<file path="config.mk">
export PLATFORM = sky130hd
export DESIGN_NAME = rf_read_port_arbiter
export DESIGN_NICKNAME = d
export VERILOG_FILES = /design/src/rtl/rf_arb_pkg.sv /design/src/rtl/rf_arb_starve_counter.sv /design/src/rtl/rf_read_port_arbiter.sv
export SDC_FILE = /design/constraint.sdc
export NUM_CORES = 1
export LEC_CHECK = 0
export BUFFER_PORTS_ARGS = -buffer_cell sky130_fd_sc_hd__buf_2
export CORE_ASPECT_RATIO = 0.9
export CORE_MARGIN = 2
export CORE_UTILIZATION = 49
export CTS_BUF_LIST = sky130_fd_sc_hd__clkbuf_8
export CTS_CLUSTER_DIAMETER = 50
export CTS_CLUSTER_SIZE = 40
export DETAILED_ROUTE_END_ITERATION = 6
export MAX_ROUTING_LAYER = met4
export PLACE_DENSITY = 0.88
export SYNTH_ARGS = -nofsm -noshare
export SYNTH_HDL_FRONTEND = slang
export SYNTH_SLANG_ARGS = --single-unit
</file>
<file path="constraint.sdc">
create_clock -name clk -period 3.4 [get_ports clk]
set_clock_uncertainty 0.15 [all_clocks]
set_input_delay 0.34 -clock clk [delete_from_list [all_inputs] [get_ports clk]]
set_output_delay 0.34 -clock clk [all_outputs]
set_load 0.02 [all_outputs]
</file>
<file path="src/rtl/rf_arb_pkg.sv">
// -----------------------------------------------------------------------------
// rf_arb_pkg
// Shared definitions for the register-file read-port arbiter:
//   - register index / data widths of the core's 16-entry read mux
//   - FSM state encodings (IDLE, WAIT, ACK); code 2'd3 is unused and
//     recovers to IDLE.
// No ports (package).
// -----------------------------------------------------------------------------
package rf_arb_pkg;

  localparam int REG_IDX_W = 4;
  localparam int DATA_W    = 32;

  localparam logic [1:0] IDLE = 2'd0;
  localparam logic [1:0] WAIT = 2'd1;
  localparam logic [1:0] ACK  = 2'd2;

  typedef enum logic [1:0] {
    ST_IDLE = IDLE,
    ST_WAIT = WAIT,
    ST_ACK  = ACK
  } arb_state_t;

endpackage

</file>
<file path="src/rtl/rf_arb_starve_counter.sv">
// -----------------------------------------------------------------------------
// rf_arb_starve_counter
// Counts cycles a debug request has been denied. Clears on request, saturates
// at STARVE_LIMIT and flags force_grant once the limit is reached.
// Ports:
//   clk          in   core clock
//   reset        in   synchronous active-high reset
//   clear        in   return count to zero (takes priority over inc)
//   inc          in   one more denied cycle
//   force_grant  out  count has reached STARVE_LIMIT
// -----------------------------------------------------------------------------
module rf_arb_starve_counter #(
  parameter int STARVE_LIMIT = 4
) (
  input  logic clk,
  input  logic reset,
  input  logic clear,
  input  logic inc,
  output logic force_grant
);

  localparam int                CNT_W = $clog2(STARVE_LIMIT + 1);
  localparam logic [CNT_W-1:0]  LIMIT = CNT_W'(STARVE_LIMIT);

  logic [CNT_W-1:0] cnt_reg;
  logic [CNT_W-1:0] cnt_next;

  always_comb begin
    cnt_next = cnt_reg;
    if (clear) begin
      cnt_next = '0;
    end else if (inc && (cnt_reg != LIMIT)) begin
      cnt_next = cnt_reg + CNT_W'(1);
    end
  end

  always_ff @(posedge clk) begin
    if (reset) begin
      cnt_reg <= '0;
    end else begin
      cnt_reg <= cnt_next;
    end
  end

  assign force_grant = (cnt_reg == LIMIT);

endmodule

</file>
<file path="src/rtl/rf_read_port_arbiter.sv">
// -----------------------------------------------------------------------------
// rf_read_port_arbiter
// Shares the two read selects of the register-file read mux between the core
// datapath and a debug register reader. Port 1 always belongs to the core.
// Port 2 is lent to debug on cycles the core is idle or, when RF_ARB_STARVE_EN
// is defined, forcibly after STARVE_LIMIT denied cycles (core stalled for that
// single cycle). Without RF_ARB_STARVE_EN debug waits for an idle core cycle
// and core_stall is tied low; STARVE_LIMIT is then accepted but unused.
// Ports:
//   clk, reset               clock, synchronous active-high reset
//   core_valid               core needs both read ports this cycle
//   core_sel1, core_sel2     core register indices
//   core_stall               core must hold its instruction (port 2 stolen)
//   dbg_req, dbg_sel         debug read request (level) and register index
//   dbg_ack, dbg_data        one-cycle ack pulse and captured register value
//   rf_sel1, rf_sel2         read mux selects
//   rf_rd2                   read mux output 2
// Configuration macro: RF_ARB_STARVE_EN
// -----------------------------------------------------------------------------
module rf_read_port_arbiter
  import rf_arb_pkg::*;
#(
  parameter int STARVE_LIMIT = 4
) (
  input  logic                 clk,
  input  logic                 reset,
  input  logic                 core_valid,
  input  logic [REG_IDX_W-1:0] core_sel1,
  input  logic [REG_IDX_W-1:0] core_sel2,
  output logic                 core_stall,
  input  logic                 dbg_req,
  input  logic [REG_IDX_W-1:0] dbg_sel,
  output logic                 dbg_ack,
  output logic [DATA_W-1:0]    dbg_data,
  output logic [REG_IDX_W-1:0] rf_sel1,
  output logic [REG_IDX_W-1:0] rf_sel2,
  input  logic [DATA_W-1:0]    rf_rd2
);

  arb_state_t          state_reg;
  arb_state_t          state_next;
  logic                dbg_ack_reg;
  logic [DATA_W-1:0]   dbg_data_reg;
  logic                can_lend;
  logic                grant;
  logic                force_grant;

  // Debug can only be served while not already acknowledging; reset masks
  // the grant so no select is stolen during reset.
  assign can_lend = (state_reg == ST_IDLE) || (state_reg == ST_WAIT);
  assign grant    = ~reset & dbg_req & can_lend & (~core_valid | force_grant);

`ifdef RF_ARB_STARVE_EN
  logic cnt_inc;

  // Every denied cycle of a live request counts; anything else (grant,
  // abandon, ACK, no request) returns the count to zero.
  assign cnt_inc = dbg_req & can_lend & ~grant;

  rf_arb_starve_counter #(
    .STARVE_LIMIT (STARVE_LIMIT)
  ) u_starve_counter (
    .clk         (clk),
    .reset       (reset),
    .clear       (~cnt_inc),
    .inc         (cnt_inc),
    .force_grant (force_grant)
  );

  assign core_stall = grant & core_valid;
`else
  logic [31:0] unused_starve_limit;

  assign unused_starve_limit = 32'(STARVE_LIMIT);
  assign force_grant         = 1'b0;
  assign core_stall          = 1'b0;
`endif

  assign rf_sel1 = core_sel1;
  assign rf_sel2 = grant ? dbg_sel : core_sel2;

  always_comb begin
    state_next = ST_IDLE;
    case (state_reg)
      ST_IDLE: begin
        if (grant) begin
          state_next = ST_ACK;
        end else if (dbg_req) begin
          state_next = ST_WAIT;
        end else begin
          state_next = ST_IDLE;
        end
      end
      ST_WAIT: begin
        if (!dbg_req) begin
          state_next = ST_IDLE;
        end else if (grant) begin
          state_next = ST_ACK;
        end else begin
          state_next = ST_WAIT;
        end
      end
      // dbg_req is ignored here; a still-high request restarts from IDLE.
      ST_ACK:  state_next = ST_IDLE;
      default: state_next = ST_IDLE;
    endcase
  end

  always_ff @(posedge clk) begin
    if (reset) begin
      state_reg    <= ST_IDLE;
      dbg_ack_reg  <= 1'b0;
      dbg_data_reg <= '0;
    end else begin
      state_reg   <= state_next;
      dbg_ack_reg <= grant;
      if (grant) begin
        dbg_data_reg <= rf_rd2;
      end
    end
  end

  assign dbg_ack  = dbg_ack_reg;
  assign dbg_data = dbg_data_reg;

endmodule

</file>
==> metrics.txt, run 1 <==
status=stopped before the end; stage reached=detailed routing (5_2_route); first error=[ERROR DRT-0255] Maze Route cannot find path of net core_sel1[0] in worker of routeBox ( 48300 0 ) ( 64120 48300 ).; vias in the first global route=1123; post-DP HPWL=~2200 um; starting density of the core=0.5158; CTS H-tree lvls=2; number of buffers created by CTS=5; Max clock buf depth=2; Cell Area, Synth=between 0.0015 and 0.002 mm^2; Chip Width=roughly 64 um; Tot GR Track Use=0.1745; IO Port Bufs=80; Post CTS Setup Buffer Count=0; Cells after Synth=154; grt ovf=0; global-route wire length before repair=4823 um; synthesized area per cell=10.35 um^2; initial antenna violation count=0; Hold Buf Count CTS=0; IO Pins=90; Post-CTS Resized=0; flops & latches, synth=34; Placer Congestion=approximately 0.7; post-synthesis sequential area ratio=0.4270; syn_nets=between 200 and 250; largest net degree at the start of global routing=between 60 and 70; clock sinks=34; YS warnings=0; Root Buffer=clkbuf_8; Die Height=roughly 58 um; row cnt=19; post-synthesis cell type count=12
[cell families after synthesis]
group / count (synthesis) / synth area share
muxes: 36 / 0.2292
and+or+nand+nor: 67 / 0.2763
buffers and inverters: 16 / 0.06515
DFF: 34 / 0.4270
other: 1 / 0.002353
[through the flow]
stage	hold WS [ns]	util	std cells	instance area (um^2)	setup slack [ns]
after global routing	0.1275	0.6660	270	2058	1.098
after CTS	0.1260	0.6660	270	2058	1.214
after detailed placement	0.3141	0.6352	262	1963	1.209
after global placement	0.3070	0.6352	262	1963	1.221
after floorplan	0.2673	-	154	1594	1.792
[per-layer routing]
layer  track usage
met1        0.1971
met2        0.2723
met3       0.07184
met4       0.07903
met5             -
[synth_stat cells, drive strengths merged]
| cell | n | share of area |
|---|---|---|
| clkbuf | 6 | 0.014 |
| nand2b | 64 | 0.25 |
| conb | 1 | 0.0024 |
| mux2 | 4 | 0.028 |
| mux2i | 32 | 0.20 |
| nor4b | 2 | 0.020 |
| buf | 10 | 0.051 |
| nor3b | 1 | 0.0047 |
| dfxtp | 34 | 0.43 |
==> inputs of run 2 (changes only) <==
==> config.mk (replaced) <==
export PLATFORM = sky130hd
export DESIGN_NAME = rf_read_port_arbiter
export DESIGN_NICKNAME = d
export VERILOG_FILES = /design/src/rtl/rf_arb_pkg.sv /design/src/rtl/rf_arb_starve_counter.sv /design/src/rtl/rf_read_port_arbiter.sv
export SDC_FILE = /design/constraint.sdc
export NUM_CORES = 1
export LEC_CHECK = 0
export BUFFER_PORTS_ARGS = -buffer_cell sky130_fd_sc_hd__buf_2
export CORE_MARGIN = 2
export CORE_UTILIZATION = 40
export DETAILED_ROUTE_END_ITERATION = 6
export PLACE_DENSITY_LB_ADDON = 0.15
export SYNTH_ARGS = -nofsm -noshare
export SYNTH_HDL_FRONTEND = slang
export SYNTH_SLANG_ARGS = --single-unit
==> metrics.txt, run 2 <==
min cycle time layout=2.190 ns; Critical Path RT=2.91 ns; most frequent cells in the layout=buf_2 (80), nand2b_1 (64), dfxtp_1 (34); Die Height=67.13 um; post-route ant nets=0; Chip Width=67.13 um; Cell Area, Synth=around 0.0016 mm^2; Cells after Synth=approximately 150; Post CTS Setup Buffer Count=0; crit share post-route=0.6441; combinational share of power=0.174; final hold vios=0; sw frac=0.2522; max reg flops=32; Power per Cell Area=412.7 mW/mm^2; Reg clk slew, reported paths=roughly 0.06 ns; FF-to-FF path depth=3; CP dominant cell by count=buf_2; Hold Crit Class=in2reg; Synth Area in Compound Gates=0; Final Setup Violations=0; largest area contributor in the netlist=dfxtp_1; status=finished, final reports clean; WL per Instance=11.41 um; Tot GR Track Use=0.1495; commonest non-fill, non-tap cell in the layout=buf_2; final setup TNS=0 ns; post-synthesis mux area share=0.2292; Die ar.=~0.0045 mm^2; Static Leak=around 0.95 nW; Worst setup EP type=output pin; # placed instances=267; grt ovf=0; post-synthesis sequential area ratio=0.4270; row cnt=22; diodes inserted=0; routed via count=1250; main combinational cell family by area after synthesis=simple AND/OR/NAND/NOR gates; syn_nets=202; Max-Cap Viols=0; Layout Cells excl Fill=between 200 and 300; Max clock buf depth=2; Worst path depth=4; number of buffers created by CTS=5; Worst Path Max Fanout=66; asr flop ratio synth=0; Crit-path slowest cell=nor4b_4; crit path DAT=around 1.7 ns; Vias/cell=around 4.6; sequential power share=0.510; CTS H-tree lvls=2; Hold Buf Count CTS=0; cell family with most CP delay=buffers and inverters; reg2reg end=dbg_data[6]; RSZ-0062 raised after global routing=no; global-route wire length before repair=slightly above 5000 um; Pre-Repair DR Iteration Count=3; Worst Path Class, Setup=in2out; Nets=between 200 and 300; Crit path buffers/inverters=2; Synth area leaders=dfxtp_1 (43%), nand2b_1 (25%), mux2i_1 (20%); Worst Setup Slack, final=approximately 1.2 ns; Largest stage delay, worst path=0.47 ns; Yosys top cell area share=0.4270; initial antenna violation count=0; CP startpoint=reset; R2R Setup Slk=approximately 1.9 ns; end of the critical path=rf_sel2[0]; P&R area growth vs syn=27.94%; Post-Synth Simple-Gate Area=0.2763; Filler cells=378; YS warnings=0; starting density of the core=0.4258; IO Port Bufs=80; Power Internal=between 600 and 700 uW; initial DRC count=35; reg2reg start=state_reg[1]; Root Buffer=clkbuf_8; Routed WL=between 3000 and 4000 um; Setup WS pre-CTS=about 1.2 ns; clk_lat worst skew=about 0.27 ns; synthesized area per cell=between 10 and 15 um^2; Adder-Cell Fraction of Synth Area=0; synth cell count leaders=nand2b_1 (64), dfxtp_1 (34), mux2i_1 (32), clkbuf_1 (6), buf_4 (5); Least-Margin Pin Slew=roughly 0.77 ns; max-slew violations=0; FMAX=between 400 and 500 MHz; flops & latches, synth=34; Post-CTS Resized=0; max_slew headroom=0.4871; number of synthesized flops with an enable pin=0; Net Switching=approximately 210 uW; CTS tree=built; Startpoint Class=input port; Clk pwr share=0.316; Post-Synth XOR/XNOR Area=0; IO Pins=90; largest net degree at the start of global routing=67; drc violations=0; Post-synth top flop=dfxtp_1; CP Cell Sequence=buf_2, nor4b_4, mux2_2, buf_2; Placer Congestion=approximately 0.63; vias in the first global route=1284; most frequent cell after synthesis=nand2b_1; peak supply drop=slightly above 200 uV; Placeable Area=0.003744 mm^2; share of layout cells above drive strength 1=0.4071; clock sinks=34; post-DP HPWL=2309 um; post-synthesis cell type count=12
[run 2: cell counts after synthesis]
No cell type changed its count.
[run 2: cells by family (layout without fill, tap and decap cells)]
family	after synthesis	after routing
DFF	34	34
other	1	1
and+or+nand+nor	67	67
muxes	36	36
buffers and inverters	16	88
[run 2: worst min path at each step]
stage / startpoint / end / slack [ns] / cells after the start
after floorplan: core_valid / dbg_ack / 0.27 / 1
after global placement: dbg_data[3] / dbg_data[3] / 0.30 / 2
after detailed placement: dbg_data[27] / dbg_data[27] / 0.31 / 2
after CTS: core_valid / dbg_ack / 0.15 / 2
after global routing: core_valid / dbg_ack / 0.15 / 2
final: core_valid / dbg_ack / 0.15 / 2
[run 2: metal layers]
metal  global-route usage  wire, um  vias up
met5                    0         0        -
met4              0.06888        55        0
met3              0.04561       263        8
met2               0.2748      1507       51
met1               0.1535      1299      555
li1                     -         -      636
[run 2: final cells by class]
class	count	area, um^2	share of cell area
multi-input cells	104	814.5	0.3994
flip-flops and latches	34	680.7	0.3337
repair buffers	81	407.9	0.2000
clock buffers	7	76.32	0.03742
well taps	48	60.06	0.02945
[run 2: power by group through the flow]
| stage | Combinational [mW] | Sequential [mW] | Clock (mW) |
|---|---|---|---|
| 2_1_floorplan | 0.0786 | 0.462 | 0 |
| 3_3_place_gp | 0.144 | 0.437 | 0 |
| 3_5_place_dp | 0.148 | 0.438 | 0 |
| 4_1_cts | 0.149 | 0.429 | 0.279 |
| 5_1_grt | 0.160 | 0.431 | 0.296 |
| 6_report | 0.146 | 0.429 | 0.266 |
[run 2: per-stage QoR]
| stage | total power, mW | instance area [um^2] | hold slack, ns | util |
|---|---|---|---|---|
| after global placement | 0.5814 | 1963 | 0.3046 | 0.5244 |
| after detailed placement | 0.5865 | 1963 | 0.3095 | 0.5244 |
| final | 0.8417 | 2039 | 0.1501 | 0.5448 |
| after CTS | 0.8577 | 2039 | 0.1453 | 0.5448 |
| after floorplan | 0.5407 | 1594 | 0.2673 | - |
| after global routing | 0.8872 | 2039 | 0.1514 | 0.5448 |
Note: power is estimated with default switching activity, not from simulation.
==> inputs of run 3 (changes only) <==
--- a/config.mk
+++ b/config.mk
@@ -7,7 +7,7 @@
 export LEC_CHECK = 0
 export BUFFER_PORTS_ARGS = -buffer_cell sky130_fd_sc_hd__buf_2
 export CORE_MARGIN = 2
-export CORE_UTILIZATION = 40
+export CORE_UTILIZATION = 39
 export DETAILED_ROUTE_END_ITERATION = 6
 export PLACE_DENSITY_LB_ADDON = 0.15
 export SYNTH_ARGS = -nofsm -noshare
==> constraint.sdc (replaced) <==
create_clock -name clk -period 1.9 [get_ports clk]
set_clock_uncertainty 0.15 [all_clocks]
set_input_delay 0.19 -clock clk [delete_from_list [all_inputs] [get_ports clk]]
set_output_delay 0.19 -clock clk [all_outputs]
set_load 0.02 [all_outputs]
==> metrics.txt, run 3 (synthesis gave the netlist of run 2 again) <==
share of layout cells above drive strength 1=0.4249; R2R Setup Slk=0.26 ns; Placeable Area=slightly below 0.004 mm^2; IO Pins=90; crit share post-route=0.9899; most frequent cells in the layout=buf_2 (76), nand2b_1 (64), dfxtp_1 (33); reg2reg end=state_reg[1]; Max-Cap Viols=0; Static Leak=1.003 nW; Crit path buffers/inverters=2; dpl cell area=0.001986 mm^2; Startpoint Class=flip-flop; Die Height=~68 um; Tot GR Track Use=0.1389; post-layout util=0.5410; Root Buffer=clkbuf_8; Worst setup EP type=output pin; crit path DAT=1.54 ns; P&R area growth vs syn=34.77%; Critical Path RT=between 1.5 and 2 ns; initial antenna violation count=0; Pre-Repair DR Iteration Count=4; Routed WL=3146 um; Power per Cell Area=approximately 740 mW/mm^2; initial DRC count=46; global-route wire length before repair=4788 um; largest net degree at the start of global routing=66; vias in the first global route=1108; clk_lat worst skew=0.27 ns; RSZ-0062 raised after global routing=yes; WL per Instance=about 11 um; Setup WS pre-CTS=roughly 0.27 ns; starting density of the core=0.4014; Nets=between 200 and 300; drc violations=0; Worst Setup Slack, final=between 0.015 and 0.02 ns; CTS tree=built; min cycle time layout=roughly 1.9 ns; routed via count=approximately 1200; Placer Congestion=between 0.6 and 0.7; Largest stage delay, worst path=between 0.3 and 0.4 ns; end of the critical path=rf_sel2[2]; # placed instances=270; cell family with most CP delay=flip-flops; max reg flops=32; Layout Cells excl Fill=283; Die ar.=about 0.0046 mm^2; Crit-path slowest cell=dfxtp_4; reg2reg start=state_reg[1]; max-slew violations=0; clock sinks=34; hold_ws=0.01736 ns; Pwr Total=1.581 mW; number of buffers created by CTS=5; IO Port Bufs=80; Worst Path Class, Setup=reg2out; final setup TNS=0 ns; CTS H-tree lvls=2; grt ovf=0; Final Setup Violations=0; post-route ant nets=0; diodes inserted=0; final hold vios=0; commonest non-fill, non-tap cell in the layout=buf_2; CP Cell Sequence=nor4b_4, buf_4, mux2_2, buf_6; Worst path depth=4; post-DP HPWL=approximately 2200 um; Hold Crit Class=in2reg; Vias/cell=around 4.4; Design Area, Final=around 0.0021 mm^2; Max clock buf depth=2; peak supply drop=about 380 uV; FMAX=around 530 MHz; FF-to-FF path depth=4; Reg clk slew, reported paths=approximately 0.07 ns; Chip Width=67.93 um; row cnt=23; CP startpoint=state_reg[1]; Worst Path Max Fanout=5; status=finished, final reports clean
==> run 3: cell count changes in the layout (fill, tap and decap cells not counted) <==
cell / delta
buf_12: +1
buf_2: -4
buf_4: +3
buf_6: +4
clkbuf_1: -1
clkbuf_8: +1
clkinv_2: +1
dfxtp_1: -1
dfxtp_4: +1
dlygate4sd3_1: +2
==> run 3: report_power, final <==
| group | switching [mW] | internal, mW | total (mW) |
|---|---|---|---|
| clock network | 0.242 | 0.292 | 0.533 |
| logic | 0.141 | 0.141 | 0.282 |
| registers | 0.0171 | 0.749 | 0.766 |
| total | 0.400 | 1.18 | 1.58 |
==> run 3: how the worst min path moves through the flow <==
stage                            start           end  depth (start not counted)
after floorplan             core_valid       dbg_ack                          1
after global placement    core_sel1[0]    rf_sel1[0]                          0
after detailed placement  core_sel1[0]    rf_sel1[0]                          0
after CTS                   rf_rd2[19]  dbg_data[19]                          3
after global routing        rf_rd2[28]  dbg_data[28]                          3
final                       rf_rd2[29]  dbg_data[29]                          3
==> run 3: per-layer routing <==
layer	GRT usage	part of all wire	vias up
met5	0	0	-
met4	0.04500	0.0099	0
met3	0.06743	0.12	4
met2	0.2221	0.44	56
met1	0.1628	0.43	525
li1	-	-	647
==> run 3: layout make-up <==
class | instances | area, um^2
multi-input cells | 104 | 814.5
well taps | 50 | 62.56
clock inverters | 1 | 5.005
repair buffers | 87 | 495.5
clock buffers | 7 | 86.33
flip-flops and latches | 34 | 684.4
fillers | 381 | 1823
==> run 3: timing repair <==
action,4_1_cts,5_1_grt
setup buffers,0,3
setup endpoints to repair,4,4
endpoints found under the hold margin,2,0
pin swaps,1,1
resized for setup,1,9
hold buffers,2,0
==> run 3: worst min-delay path, delay by kind of cell <==
kind          cells  cell delay (ns)
mux               1             0.06
simple gates      1             0.05
buf+inv           1             0.09
